==> src/rtl/valid_hold_pkg.sv <==
// Shared types and helpers for the multi-channel valid-gated sample-and-hold.
package valid_hold_pkg;

    typedef enum logic [1:0] {
        INIT    = 2'd0,
        RUN     = 2'd1,
        TIMEOUT = 2'd2
    } state_t;

    localparam int HOLD = 0;
    localparam int SAFE = 1;

    // Watchdog counter width; at least one bit even when the watchdog is disabled.
    function automatic int cnt_width(input int timeout_cycles);
        return (timeout_cycles < 1) ? 1 : $clog2(timeout_cycles + 1);
    endfunction

endpackage

==> src/rtl/slew_step.sv <==
// One channel: target/output registers plus the slew clamp toward the target.
module slew_step
    import valid_hold_pkg::*;
#(
    parameter int W          = 21,
    parameter int MAX_STEP   = 0,
    parameter int SAFE_VALUE = 0
) (
    input  logic                i_clk,
    input  logic                i_rst_n,
    input  logic                i_ce,
    input  logic                i_load,
    input  logic                i_force_safe,
    input  logic signed [W-1:0] i_data,
    output logic signed [W-1:0] o_data
);

    localparam logic signed [W-1:0] SAFE_W = W'(SAFE_VALUE);
    localparam logic signed [W:0]   STEP_D = (W+1)'(MAX_STEP);
    localparam logic signed [W-1:0] STEP_W = W'(MAX_STEP);

    logic signed [W-1:0] r_target;
    logic signed [W-1:0] r_out;
    logic signed [W-1:0] w_goal;
    logic signed [W-1:0] w_target_next;
    logic signed [W-1:0] w_out_next;
    logic signed [W:0]   w_diff;

    always_comb begin
        // A latch steers this cycle's step toward the incoming sample.
        w_goal        = i_load ? i_data : r_target;
        w_target_next = i_load ? i_data : (i_force_safe ? SAFE_W : r_target);
        // One extra bit so full-scale swings cannot wrap.
        w_diff        = {w_goal[W-1], w_goal} - {r_out[W-1], r_out};
        w_out_next    = w_goal;
        if (MAX_STEP != 0) begin
            if (w_diff > STEP_D) begin
                w_out_next = r_out + STEP_W;
            end else if (w_diff < -STEP_D) begin
                w_out_next = r_out - STEP_W;
            end
        end
    end

    always_ff @(posedge i_clk or negedge i_rst_n) begin
        if (!i_rst_n) begin
            r_target <= SAFE_W;
            r_out    <= SAFE_W;
        end else if (i_ce) begin
            r_target <= w_target_next;
            r_out    <= w_out_next;
        end
    end

    assign o_data = r_out;

endmodule

==> src/rtl/valid_hold_multi.sv <==
// NCH-channel sample-and-hold with clock enable, optional slew limit and a
// staleness watchdog that can fall back to a safe value.
module valid_hold_multi
    import valid_hold_pkg::*;
#(
    parameter int W              = 21,
    parameter int NCH            = 2,
    parameter int MAX_STEP       = 0,
    parameter int TIMEOUT_CYCLES = 1000,
    parameter int TIMEOUT_MODE   = 0,
    parameter int SAFE_VALUE     = 0
) (
    input  logic             clk_1,
    input  logic             rst_n_1,
    input  logic             ce_1,
    input  logic [NCH*W-1:0] in_data,
    input  logic             in_valid,
    output logic [NCH*W-1:0] out_data,
    output logic             out_valid,
    output logic             out_fresh,
    output logic             timeout_flag
);

    localparam int            CW       = cnt_width(TIMEOUT_CYCLES);
    localparam logic [CW-1:0] CNT_LAST = (TIMEOUT_CYCLES > 0) ? CW'(TIMEOUT_CYCLES - 1) : '0;

    state_t        r_state;
    state_t        w_state_next;
    logic [CW-1:0] r_cnt;
    logic [CW-1:0] w_cnt_next;
    logic          r_valid;
    logic          w_latch;
    logic          w_expire;
    logic          w_force_safe;

    always_comb begin
        w_latch      = ce_1 && in_valid;
        // A latch on the expiry cycle wins, so it suppresses expiry here.
        w_expire     = (TIMEOUT_CYCLES != 0) && (r_state == RUN) &&
                       (r_cnt == CNT_LAST) && !w_latch;
        w_force_safe = w_expire && (TIMEOUT_MODE == SAFE);
        w_state_next = r_state;
        w_cnt_next   = r_cnt;
        case (r_state)
            INIT, TIMEOUT: begin
                if (w_latch) begin
                    w_state_next = RUN;
                    w_cnt_next   = '0;
                end
            end
            RUN: begin
                if (w_latch) begin
                    w_cnt_next = '0;
                end else if (w_expire) begin
                    w_state_next = TIMEOUT;
                end else if (r_cnt != CNT_LAST) begin
                    w_cnt_next = r_cnt + 1'b1;
                end
            end
            default: begin
                w_state_next = INIT;
                w_cnt_next   = '0;
            end
        endcase
    end

    always_ff @(posedge clk_1 or negedge rst_n_1) begin
        if (!rst_n_1) begin
            r_state <= INIT;
            r_cnt   <= '0;
            r_valid <= 1'b0;
        end else begin
            r_valid <= w_latch;
            if (ce_1) begin
                r_state <= w_state_next;
                r_cnt   <= w_cnt_next;
            end
        end
    end

    generate
        for (genvar gi = 0; gi < NCH; gi++) begin : g_ch
            slew_step #(
                .W          (W),
                .MAX_STEP   (MAX_STEP),
                .SAFE_VALUE (SAFE_VALUE)
            ) u_ch (
                .i_clk        (clk_1),
                .i_rst_n      (rst_n_1),
                .i_ce         (ce_1),
                .i_load       (w_latch),
                .i_force_safe (w_force_safe),
                .i_data       (in_data[gi*W +: W]),
                .o_data       (out_data[gi*W +: W])
            );
        end
    endgenerate

    assign out_valid    = r_valid;
    assign out_fresh    = (r_state == RUN);
    assign timeout_flag = (r_state == TIMEOUT);

endmodule
==> config.mk <==
export PLATFORM = sky130hd
export DESIGN_NAME = valid_hold_multi
export DESIGN_NICKNAME = d
export VERILOG_FILES = /design/src/rtl/valid_hold_pkg.sv /design/src/rtl/slew_step.sv /design/src/rtl/valid_hold_multi.sv
export SDC_FILE = /design/constraint.sdc
export NUM_CORES = 1
export LEC_CHECK = 0
export CORE_UTILIZATION = 50
export DETAILED_ROUTE_END_ITERATION = 8
export DONT_BUFFER_PORTS = 1
export GPL_ROUTABILITY_DRIVEN = 0
export MAX_ROUTING_LAYER = met4
export PLACE_DENSITY = 0.76
export SLEW_MARGIN = 15
export SYNTH_ARGS = -nofsm -noshare
export SYNTH_HDL_FRONTEND = slang
export SYNTH_HIERARCHICAL = 1
export SYNTH_SLANG_ARGS = --single-unit
==> constraint.sdc <==
create_clock -name clk_1 -period 1.6 [get_ports clk_1]
set_input_delay 0.32 -clock clk_1 [delete_from_list [all_inputs] [get_ports clk_1]]
set_output_delay 0.32 -clock clk_1 [all_outputs]
set_load 0.1 [all_outputs]
-- Word level (Yosys, flattened, before mapping)
Index checks and enable logic that the tools add are counted.
- add/sub/neg operators: 1
- $mul: 0
- divide/modulo/power cells: 0
- $lt $le $gt $ge: 0
- equality and inequality tests: 9
- shift-type cells: 0
- muxes and demuxes: 9
- bitwise logic cells: 0
- reductions and logical operators: 9
- operators with widths (kind ; number):
    2-to-1 mux 10 bit ; 4
    case mux 10 bit (2 select lines) ; 1
    adder 10 x 1 -> 10 bit (second input constant) ; 1
    equality test 10 bit (second input constant) ; 1
    inequality test 10 bit (second input constant) ; 1
    AND reduction 4 bit ; 2
    2-to-1 mux 2 bit ; 3
    inequality test 2 x 1 -> 1 bit (second input constant) ; 2
    case mux 2 bit (2 select lines) ; 1
    logical AND 1 bit ; 3
    inequality test 3 x 1 -> 1 bit (second input constant) ; 1
    inequality test 3 x 2 -> 1 bit (second input constant) ; 1
    equality test 2 x 1 -> 1 bit (second input constant) ; 1
    equality test 2 bit (second input constant) ; 1
    logical NOT 2 bit ; 1
    inequality test 2 bit (second input constant) ; 1
    AND reduction 2 bit ; 1
    OR reduction 2 bit ; 1
    logical NOT 1 bit ; 1
- register bits after elaboration: 55
- latch bits: 0
- bits in writable memories: 0
- ROM bits: 0
- output and inout port bits: 45
- logic and storage cells: 33
- memories kept: 0

-- Depth between registers and ports, before layout
- depth after elaboration: 6
- mapped depth: 6

-- Hierarchy
Netlist, hierarchy kept.
- by module, submodules not included (module ; times used ; cells each ; area an instance (sq um) ; seq. area each (sq um)):
    slew_step ; 2 ; 140 ; 1742.9 ; 1051.0
    valid_hold_multi ; 1 ; 79 ; 719.4 ; 325.3

-- Least setup slack after synthesis
No wires, ideal clock.
- kind: register to register
- from: register r_state[0]
- to: register r_cnt[4]
- arrival time: 2526 ps
- data required time: 1536 ps
- path slack: -990 ps
- stages on the path, launching flop included: 5
- buffers on the path: 0
- period minus slack after synthesis: 2590 ps
- path through: dfrtp_1 nor2b_1 nand3b_1 nor2_1 mux2_2
- word-level cells in the longest chain between the ends: 5
- elaborated cells on any way between the ends: 11
- classes of those cells: eq/ne (5); mux (1); reduce/logical (5)
- ends and longest elaborated chain (item ; line ; RTL):
    start: declaration ; valid_hold_multi.sv:27 ; state_t r_state;
    start signal: assignment ; valid_hold_multi.sv:75 ; r_state <= w_state_next;
    equality test 2 x 1 -> 1 bit (*) ; - ;
    via out_fresh ; valid_hold_multi.sv:20 ; output logic out_fresh,
    logical AND 1 bit ; valid_hold_multi.sv:39 ; w_expire = (TIMEOUT_CYCLES != 0) && (r_state == RUN) &&
    logical AND 1 bit ; valid_hold_multi.sv:40 ; (r_cnt == CNT_LAST) && !w_latch;
    inequality test 3 x 2 -> 1 bit (no source line) ; - ;
    AND reduction 4 bit (no source line) ; - ;
    end signal: assignment ; valid_hold_multi.sv:76 ; r_cnt <= w_cnt_next;
    end: declaration ; valid_hold_multi.sv:29 ; logic [CW-1:0] r_cnt;
The timed path passes the listed nets; every way through them passes the cells marked *.
A chain may end at the register's enable or synchronous reset.

-- Worst setup path in the final report
- from: register r_cnt[4]
- to: register r_cnt[3]
- word-level cells in the longest chain between the ends: 5
- elaborated cells on any way between the ends: 7
- classes of those cells: eq/ne (4); reduce/logical (3)
- ends and longest elaborated chain (item ; line):
    equality test 10 bit ; valid_hold_multi.sv:40
    logical AND 1 bit ; valid_hold_multi.sv:39
    logical AND 1 bit ; valid_hold_multi.sv:40
    inequality test 3 x 2 -> 1 bit (no source line) ; -
    AND reduction 4 bit (no source line) (*) ; -
Mark *: on every way between the ends. The rest lies on a longest branch, timed or not.

==> out/results.txt <==
initial antenna violation count = 0
drt first-iter violations = 124
Syn Area/Cell = 11.7 um^2
clk_skew = 0.0143 ns
RSZ-0062 raised after global routing = yes
Simple-Gate Fraction of Synth Area = 8.30%
Critical Path End Type = register
DR DRC count = 0
ys async rst share = 100%
antenna violation net count after detailed routing = 0
failing checks = negative hold slack
pwr dens = 1320 nW/um^2
WL final = 8640 um
H-tree levels = 3
Core Box Area = 8180 um^2
layout cell share with drive strength beyond 1 = 21.1%
Synth Area in XOR/XNOR = 0%
Max Cap Viol = 0
worst hold path type = in2async
Int Power = 4.23 mW
DR WL/cell = 16.8 um
sequential cell area fraction in the yosys report = 57.7%
hpwl dp = 5520 um
DIE WIDTH = 93.7 um
EDFF count, synth = 0
DR vias/cell = 5.68
Worst-path clk slew = 0.09 ns
TritonCTS Buffers = 9
count of final setup violators = 0
Primary FF master, synth = dfrtp_1
largest family of logic cells by synthesized area = compound AO/OA/AOI/OAI gates
fin nets = 450
complex-gate fraction of the synthesized area = 17.7%
clk buf depth = 2
total grt overflow = 0
Place WS = -0.0635 ns
switching power = 2.24 mW
Max Freq = 627 MHz
row cnt = 33
maximum VDD drop = 662 uV
CP required = 1.87 ns
run status = finished, violations left
Lkg Pwr = 2.24 nW
Initial Util = 51.4%
Critical Path AT = 1.87 ns
WS Path Type = reg2reg
Die ar. = 8780 um^2
TritonCTS Sinks = 97
flops & latches, synth = 97
Yosys cell types = 36
Seq pwr share = 43.6%
Die Ht = 93.7 um
startpoint types = register
commonest non-fill, non-tap cells in the layout = 96 x dfrtp_1, 54 x buf_4, 53 x nor2_1, 46 x a22o_1, 44 x mux2i_1
router iterations before antenna repair = 4
root buffer cell = clkbuf_8
first-pass GRT wire length = 14200 um
Min Hold Slack = -0.348 ns
most common cell after layout, fill and taps aside = dfrtp_1
Clk network pwr share = 29.7%
Final WS setup = 0.00508 ns
pin count of the biggest net entering global routing = 98
vias in the first global route = 2883
Post-Syn Area = 4210 um^2
Area Overhead vs Synth = 16.1%
Yosys Warn Count = 6
adder and majority cell fraction of the synthesized area = 0.298%
IO Count = 91
switching part of the total power = 34.7%
final slew viol count = 0
Period minus WS final = 1.59 ns
Antenna Cells = 0
share of total power in combinational logic = 26.7%
Design Power = 6.47 mW
fin util = 59.7%
fin crit share = 99.7%
I/O Buffers = 0
cells after synthesis = 359
CTS tree = built
multiplexer share of the synthesized area = 10.7%
Max FO, Critical Path = 8
GRT Util Overall = 21.4%
final hold vios = 97
Clock Latency Late Sink = 0.35 ns
Vias = 2913
## flip-flops by register name, indices dropped and copies added (netlist names)
signal / flops
g_ch.u_ch/o_data: 42
g_ch.u_ch/r_target: 42
r_cnt: 10
r_state: 2
out_valid: 1
## through the flow
step | instance area, um^2 | setup TNS (ns) | cells | hold slack (ns)
6_report | 4880 | 0 | 513 | -0.348
5_1_grt | 4880 | -0.0550 | 513 | -0.376
4_1_cts | 4880 | 0 | 513 | -0.373
3_5_place_dp | 4610 | -0.0964 | 496 | 0.0259
3_3_place_gp | 4610 | -0.0195 | 496 | 0.0263
2_1_floorplan | 4220 | -0.155 | 360 | 0.0244
## repair_timing
item | in CTS | in global routing
pin swaps | 0 | 0
gates resized for setup | 3 | 2
endpoints found under the setup margin | 4 | 3
hold endpoints to repair | 97 | 97
buffers inserted | 1 | 0
## final cells by class
type	count	area [um^2]
multi-input combinational	235	1590
tap	105	131
sequential	97	2430
clock inverter	6	113
fill	691	3290
timing repair buffer	58	480
clock buffer	10	138
inverter	2	7.51
## power by group through the flow
stage	clock [mW]	sequential (mW)	combinational [mW]
2_1_floorplan	0	3.82	0.450
3_5_place_dp	0	2.87	1.71
3_3_place_gp	0	2.85	1.69
6_report	1.92	2.82	1.73
4_1_cts	1.98	2.82	1.73
5_1_grt	2.07	2.85	1.81
## cells by family (layout without fill, tap and decap cells)
logic type	after synthesis	after routing
AOI/OAI and AO/OA	107	107
and+or+nand+nor	80	80
buffers and inverters	28	76
DFF	97	97
adders and majority gates	1	1
other	1	2
muxes	45	45
## layer usage
layer / vias to the layer above / GRT usage, % / wire length [um]
li1: 1382 / - / -
met1: 1456 / 28.0 / 3840
met2: 67 / 33.3 / 4280
met3: 8 / 5.10 / 458
met4: 0 / 6.15 / 64
met5: - / - / 0
## synthesized netlist by cell type (2+ instances only)
cell type  instances  share of area (%)
or3_1              2               0.30
o21ai_2            2               0.42
o21ai_0            8               0.95
inv_1              2               0.18
a21oi_1           43                5.1
and2_4             2               0.42
clkbuf_1           5               0.45
mux2i_1           44                 10
nand4_1            2               0.30
nand3_1            2               0.24
buf_2              4               0.48
dfrtp_1           97                 58
buf_6             11                2.9
buf_4              6                1.1
nor2_1            54                4.8
nor3_1             3               0.36
nand2_1            8               0.71
a22o_1            46                9.6
## critical path, stage by stage, from the launching register on
cell	delay (ns)
dfrtp_1	0.39
or3b_1	0.38
or3_4	0.38
a211o_1	0.31
o211ai_2	0.06
## worst paths after layout
kind / slack (ns) / end / depth (start not counted) / startpoint
min in group clk_1: 0.05 / g_ch[0].u_ch/o_data[19]$_DFFE_PN0P_ / 1 / ce_1
worst min-delay path: -0.35 / g_ch[0].u_ch/r_target[0]$_DFFE_PN0P_ / 0 / rst_n_1
worst max-delay path: 0.005 / r_cnt[3]$_DFFE_PN0P_ / 4 / r_cnt[4]$_DFFE_PN0P_
worst min register to register: 0.50 / g_ch[1].u_ch/r_target[13]$_DFFE_PN0P_ / 1 / g_ch[1].u_ch/r_target[13]$_DFFE_PN0P_
worst max register to register: 0.005 / r_cnt[3]$_DFFE_PN0P_ / 4 / r_cnt[4]$_DFFE_PN0P_
max in group asynchronous: 1.82 / g_ch[1].u_ch/o_data[1]$_DFFE_PN0P_ / 0 / rst_n_1
Note: power is estimated with default switching activity, not from simulation.
